File: src/rtl/unidade_controle_jogadas.sv
// unidade_controle_jogadas: Moore FSM that sequences the multi-round memory-game datapath.
// Each round replays addresses 0..limite. Every play is registered and compared, then
// the address or the round limit advances. The game ends as won, lost or timed out.
// Latency: jogada_feita at edge N -> registraR in cycle N+1 -> compare decision in
// cycle N+2 -> counter update in cycle N+3. Plays that arrive outside ESPERA are dropped.
// Optional feature: define TIMEOUT_EN to honour the timeout input in ESPERA.
// Without it, timeout is ignored, FIM_TIMEOUT cannot be reached and fim_timeout is 0.
// Ports:
//   clock, reset (async active-low)         : clocking / reset to INICIAL
//   iniciar                                 : start / restart request (level)
//   jogada_feita                            : one-cycle play pulse
//   chavesIgualMemoria, enderecoIgualLimite : datapath compare results
//   limite[3:0]                             : current round limit
//   timeout                                 : datapath inactivity timeout
//   zeraE/contaE, zeraL/contaL, zeraR/registraR : counter and register controls
//   pronto, acertou, errou, fim_timeout     : end-of-game flags
//   db_estado[4:0]                          : state code for the debug display
module unidade_controle_jogadas #(
    parameter logic [3:0] LIMITE_FINAL = 4'hF
) (
    input  logic       clock,
    input  logic       reset,
    input  logic       iniciar,
    input  logic       jogada_feita,
    input  logic       chavesIgualMemoria,
    input  logic       enderecoIgualLimite,
    input  logic [3:0] limite,
    input  logic       timeout,
    output logic       zeraE,
    output logic       contaE,
    output logic       zeraL,
    output logic       contaL,
    output logic       zeraR,
    output logic       registraR,
    output logic       pronto,
    output logic       acertou,
    output logic       errou,
    output logic       fim_timeout,
    output logic [4:0] db_estado
);

    typedef enum logic [4:0] {
        INICIAL     = 5'h00,
        PREPARA     = 5'h01,
        INICIA_SEQ  = 5'h02,
        ESPERA      = 5'h03,
        REGISTRA    = 5'h04,
        COMPARA     = 5'h05,
        PROX_JOGADA = 5'h06,
        PROX_SEQ    = 5'h07,
        FIM_ACERTOU = 5'h0A,
        FIM_TIMEOUT = 5'h0D,
        FIM_ERROU   = 5'h0E
    } estado_t;

    estado_t r_estado;
    estado_t w_prox;
    logic    w_timeout;

    logic r_zeraE, r_contaE, r_zeraL, r_contaL, r_zeraR, r_registraR;
    logic r_pronto, r_acertou, r_errou, r_fim_timeout;

`ifdef TIMEOUT_EN
    assign w_timeout   = timeout;
    assign fim_timeout = r_fim_timeout;
`else
    assign w_timeout   = 1'b0;
    assign fim_timeout = 1'b0;
    logic  w_unused_timeout;
    logic  w_unused_fim;
    assign w_unused_timeout = timeout;
    assign w_unused_fim     = r_fim_timeout;
`endif

    // Next-state decode. A play in ESPERA takes priority over a timeout in the same cycle.
    always_comb begin
        w_prox = INICIAL;
        case (r_estado)
            INICIAL:     w_prox = iniciar ? PREPARA : INICIAL;
            PREPARA:     w_prox = INICIA_SEQ;
            INICIA_SEQ:  w_prox = ESPERA;
            ESPERA: begin
                if (jogada_feita)   w_prox = REGISTRA;
                else if (w_timeout) w_prox = FIM_TIMEOUT;
                else                w_prox = ESPERA;
            end
            REGISTRA:    w_prox = COMPARA;
            COMPARA: begin
                if (!chavesIgualMemoria)
                    w_prox = FIM_ERROU;
                else if (enderecoIgualLimite && (limite == LIMITE_FINAL))
                    w_prox = FIM_ACERTOU;
                else if (enderecoIgualLimite)
                    w_prox = PROX_SEQ;
                else
                    w_prox = PROX_JOGADA;
            end
            PROX_JOGADA: w_prox = ESPERA;
            PROX_SEQ:    w_prox = INICIA_SEQ;
            FIM_ACERTOU: w_prox = iniciar ? PREPARA : FIM_ACERTOU;
            FIM_ERROU:   w_prox = iniciar ? PREPARA : FIM_ERROU;
            FIM_TIMEOUT: w_prox = iniciar ? PREPARA : FIM_TIMEOUT;
            default:     w_prox = INICIAL;
        endcase
    end

    // State and outputs share one register stage: outputs are decoded from the next
    // state so they line up with the state they belong to, without combinational glitches.
    always_ff @(posedge clock or negedge reset) begin
        if (!reset) begin
            r_estado      <= INICIAL;
            r_zeraE       <= 1'b0;
            r_contaE      <= 1'b0;
            r_zeraL       <= 1'b0;
            r_contaL      <= 1'b0;
            r_zeraR       <= 1'b0;
            r_registraR   <= 1'b0;
            r_pronto      <= 1'b0;
            r_acertou     <= 1'b0;
            r_errou       <= 1'b0;
            r_fim_timeout <= 1'b0;
        end else begin
            r_estado      <= w_prox;
            // zeraE on each new round also restarts the datapath timeout counter.
            r_zeraE       <= (w_prox == PREPARA) || (w_prox == INICIA_SEQ);
            r_contaE      <= (w_prox == PROX_JOGADA);
            r_zeraL       <= (w_prox == PREPARA);
            r_contaL      <= (w_prox == PROX_SEQ);
            r_zeraR       <= (w_prox == PREPARA);
            r_registraR   <= (w_prox == REGISTRA);
            r_pronto      <= (w_prox == FIM_ACERTOU) || (w_prox == FIM_ERROU) ||
                             (w_prox == FIM_TIMEOUT);
            r_acertou     <= (w_prox == FIM_ACERTOU);
            r_errou       <= (w_prox == FIM_ERROU);
            r_fim_timeout <= (w_prox == FIM_TIMEOUT);
        end
    end

    assign zeraE     = r_zeraE;
    assign contaE    = r_contaE;
    assign zeraL     = r_zeraL;
    assign contaL    = r_contaL;
    assign zeraR     = r_zeraR;
    assign registraR = r_registraR;
    assign pronto    = r_pronto;
    assign acertou   = r_acertou;
    assign errou     = r_errou;
    assign db_estado = r_estado;

endmodule
File: config.mk
export PLATFORM = sky130hd
export DESIGN_NAME = unidade_controle_jogadas
export DESIGN_NICKNAME = d
export VERILOG_FILES = /design/src/rtl/unidade_controle_jogadas.sv
export SDC_FILE = /design/constraint.sdc
export NUM_CORES = 1
export LEC_CHECK = 0
export CELL_PAD_IN_SITES_DETAIL_PLACEMENT = 0
export CELL_PAD_IN_SITES_GLOBAL_PLACEMENT = 1
export CORE_MARGIN = 8
export CORE_UTILIZATION = 27
export CTS_CLUSTER_DIAMETER = 120
export CTS_CLUSTER_SIZE = 20
export DETAILED_ROUTE_END_ITERATION = 8
export GPL_TIMING_DRIVEN = 0
export MAX_ROUTING_LAYER = met4
export PLACE_DENSITY_LB_ADDON = 0.1
export SKIP_LAST_GASP = 1
export SYNTH_ARGS = -nofsm -noshare
export SYNTH_HDL_FRONTEND = slang
export SYNTH_SLANG_ARGS = --single-unit
File: constraint.sdc
create_clock -name clock -period 1.4 [get_ports clock]
set_input_delay 0.14 -clock clock [delete_from_list [all_inputs] [get_ports clock]]
set_output_delay 0.14 -clock clock [all_outputs]
set_load 0.01 [all_outputs]
======== Word-level counts from Yosys, hierarchy flattened ========
Index checks and enable logic that the tools add are counted.
cells by class
  $add $sub $neg .......................... 0
  multiply operators ...................... 0
  div/mod/pow operators ................... 0
  order comparisons ....................... 0
  eq/ne operators ......................... 19
  shift-type cells ........................ 0
  muxes and demuxes ....................... 9
  bitwise gates (word level) .............. 0
  reductions and logical operators ........ 7
operators with widths
  operator                                                               count
  4-bit case mux with 9 select lines                                     1
  5-bit by 3-bit equality test with 1-bit output, second input constant  7
  5-bit by 4-bit equality test with 1-bit output, second input constant  6
  4-bit two-way mux                                                      5
  5-bit by 2-bit equality test with 1-bit output, second input constant  3
  5-bit by 1-bit equality test with 1-bit output, second input constant  2
  5-bit zero test                                                        1
  4-bit equality test, second input constant                             1
  2-bit OR reduction                                                     2
  1-bit logical OR                                                       3
  3-bit two-way mux                                                      1
  1-bit two-way mux                                                      2
  1-bit logical AND                                                      1
storage, ports and cells
  register bits ........................... 13
  latch bits .............................. 0
  bits in writable memories ............... 0
  ROM bits ................................ 0
  input bits .............................. 11
  output and inout port bits .............. 15
  memories ................................ 0

======== Longest topological paths before layout ========
  depth in word-level cells ............... 8
  mapped depth ............................ 6
  depth with buffers taken out ............ 5

======== Worst setup path before layout ========
No wires, ideal clock.
  path kind ............................... flip-flop to flip-flop
  start ................................... register r_estado[3], in the netlist db_estado[3]
  end ..................................... register r_zeraE, in the netlist zeraE
  arrival ................................. 1.467 ns
  data required time ...................... 1.281 ns
  path slack .............................. -0.186 ns
  stages on the path, launching flop included .. 6
  buffers on the path ..................... 0
  period minus slack after synthesis ...... 1.586 ns
  cells stage by stage .................... dfrtp_1 > or4b_1 > o31a_1 > o211a_2 > xor2_1 > nor2_2
on the way
  longest elaborated chain between the ends .. 5
RTL lines
  what                                                                                                              RTL line  text
  start, declared                                                                                                   56        estado_t r_estado;
  start signal, assigned                                                                                            123       r_estado <= w_prox;
  5-bit by 3-bit equality test with 1-bit output (tied with other cells)                                            78        case (r_estado)
  2-bit OR reduction (no source line)                                                                               -
  4-bit case mux with 9 select lines (*)                                                                            78
  5-bit by 1-bit equality test with 1-bit output or 5-bit by 2-bit equality test with 1-bit output (tied branches)  125       r_zeraE <= (w_prox == PREPARA) || (w_prox == INICIA_SEQ);
  1-bit logical OR (*)                                                                                              125
  end signal, assigned                                                                                              125
  end, declared                                                                                                     60        logic r_zeraE, r_contaE, r_zeraL, r_contaL, r_zeraR, r_registraR;
Every way passes the cells marked *; elsewhere a longest branch is shown, timed or not.

======== Worst setup path after layout ========
  start ................................... register r_estado[2], in the netlist db_estado[2]
  end ..................................... register r_zeraE, in the netlist zeraE
The elaborated chain is that of the path after synthesis.

==> qor.csv <==
metric,value,unit
netlist_instances,59,
detailed_place_hpwl,1160,um
p_int,1.16,mW
max_stage_delay,500,ps
vias,541,
worstPathRequired,1600,ps
comb_power_share,56.8,%
yosysTopAreaCell,dfrtp_1,
grt_pass1_wl,2630,um
yosys.area.top_type_share,48.6,%
p_seq_share,28.6,%
fin_util,46.0,%
timing.setup.tns,-313,ps
finalCriticalPeriod,1560,ps
finalMaxSlewViolations,0,
synthArstFlopShare,100,%
avgSynthCellArea,10.5,sq um
yosysUniqueCellTypes,29,
first_iter_violations,11,
setup_violations,4,
start_util,28.2,%
grt_use_total,8.23,%
die_w,63.8,um
dp.cells,110,
die_area,4080,sq um
grt_max_degree,13,
vdd_ir_drop_max,0.850,mV
cp_cell_sequence,or4b_1 -> o31a_1 -> o211a_4 -> xor2_2 -> nor2_2,
worst_pin_slew,523,ps
synth_edf_count,0,
synthXorXnorAreaFrac,1.42,%
drive_gt1_share,31.5,%
final_cells,120,
skew,4.97,ps
drt_wl_total,1560,um
synth_commonest_cells,"dfrtp_1 (12), inv_1 (5), nand3b_1 (4), nor2_1 (4)",
start_kind,flop,
yosys_warnings,0,
wire_per_inst,13.0,um
ios,26,
core_area,2190,sq um
drv_cap,0,
synthMuxAreaShare,1.82,%
holdBufCountCts,0,
synth-compound-area-share,14.4,%
violations,negative setup slack,
portBuffers,22,
htreeDepth,1,
finalNetCount,104,
powerDensity,1770,nW/um^2
rsz0062_at_grt,true,
synthAdderAreaFrac,0,%
clock_sinks,12,
ys_seq_area_share,48.6,%
worstSetupPathType,reg2reg,
fp.dieH,63.8,um
grt_antenna_before_repair,0,
n_antenna_cell,0,
rows,17,
preCtsSetupSlack,-332,ps
synth-simple-area-share,25.3,%
max_slew_margin,65.0,%
pwr-share-clk,14.6,%
cts_tree,done,
grt-ovfl-total,0,
gp_congestion,0.796,
clock_path_buffers,2,
hold_ws,218,ps
ys_seq_elements,12,
cp-end-kind,flop,
status,"finished, violations left",
worstHoldPathType,in2async,
synthTopCellsByArea,"dfrtp_1 (49%), nand3b_1 (4.9%), and4bb_1 (4.0%)",
synth_top_family_by_area,simple AND/OR/NAND/NOR gates,
p_leak,0.488,nW
swShare,34.9,%
route.detailed.drc,0,
yosys_most_used_dff,dfrtp_1,
fmax,0.642,GHz
cpMaxStageDelayCell,or4b_1,
fin_crit_sh,111,%
clockRootBuffer,clkbuf_4,
cts.clk_slew.worst_paths,70,ps
cts_inserted_buffers,3,
antenna_left,0,
viasPerCell,4.51,
grt_pass1_vias,540,
clkLatencyLatePin,260,ps
layout_setup_ws,-158,ps
path_max_fanout,4,
power_switching,0.622,mW
synth_most_common_cell,dfrtp_1,
syn_area,618,sq um
finalHoldViolations,0,
cp.arrival,1760,ps
syn_to_final_growth,63.0,%
dr.pass1.iters,4,
worst paths after layout:
path	from	to	slack, ps	cells past startpoint
max in group asynchronous	reset	db_estado[1]$_DFF_PN0_	800	1
setup reg to reg	db_estado[2]$_DFF_PN0_	zeraE$_DFF_PN0_	-160	5
setup / recovery	db_estado[2]$_DFF_PN0_	zeraE$_DFF_PN0_	-160	5
min in group clock	iniciar	db_estado[1]$_DFF_PN0_	610	2
hold reg to reg	db_estado[1]$_DFF_PN0_	db_estado[1]$_DFF_PN0_	740	2
hold / removal	reset	pronto$_DFF_PN0_	220	1
sequential cells by signal (all words and copies together) (netlist names):
signal     flops
zeraR          1
contaE         1
registraR      1
contaL         1
errou          1
pronto         1
db_estado      4
acertou        1
zeraE          1
critical path: cells and delay by family (launching register included):
family          cells  cell delay, ps
simple gates        2             590
xor+xnor            1             180
flops               1             420
compound gates      2             300
metal layers:
metal | track usage, % | wire (um) | share of wire [%] | up-vias
met5 | - | 0 | 0 | -
met4 | 1.67 | 8 | 0.51 | 0
met3 | 4.36 | 98 | 6.3 | 2
met2 | 12.5 | 763 | 49 | 12
met1 | 9.39 | 691 | 44 | 259
li1 | - | - | - | 268
cell type report:
type / count / area, sq um
flip-flops and latches: 12 / 304
plain buffers: 4 / 36.3
fillers: 220 / 1180
inverters: 6 / 22.5
clock buffers: 4 / 36.3
multi-input cells: 38 / 305
repair buffers: 28 / 268
well taps: 28 / 35.0
repair_timing:
action	in CTS	in global routing
gates resized for setup	7	4
setup endpoints to repair	8	7
buffers inserted	5	1
power groups by stage:
| stage | Sequential (mW) | Combinational (mW) | Clock, mW |
|---|---|---|---|
| floorplan | 0.573 | 0.522 | 0 |
| global placement | 0.545 | 0.887 | 0 |
| detailed placement | 0.548 | 0.882 | 0 |
| CTS | 0.514 | 0.992 | 0.271 |
| global route | 0.526 | 1.09 | 0.300 |
| finish | 0.510 | 1.01 | 0.260 |
stage by stage:
step	instance area, sq um	total power [mW]
after floorplan	648	1.09
after global placement	903	1.43
after detailed placement	903	1.43
after CTS	983	1.78
after global routing	1010	1.91
final	1010	1.78
placed cells by master, fill, tap and decap left out, types with 2 or more instances in the layout:
cell,count
a21oi_1,2
nand3b_1,4
nand2_1,2
clkbuf_4,3
nand2b_1,2
clkbuf_8,2
dfrtp_2,3
buf_4,9
dlymetal6s2s_1,2
nor2_1,4
dlygate4sd2_1,2
dfrtp_1,9
o21ai_2,2
conb_1,2
clkdlybuf4s50_1,18
and4bb_1,2
inv_1,5
cell families after synthesis:
group	after synthesis
buf+inv	10
flops	12
mux	1
other cells	1
compound gates	11
simple gates	23
xor+xnor	1
(Power assumes the default switching activity.)
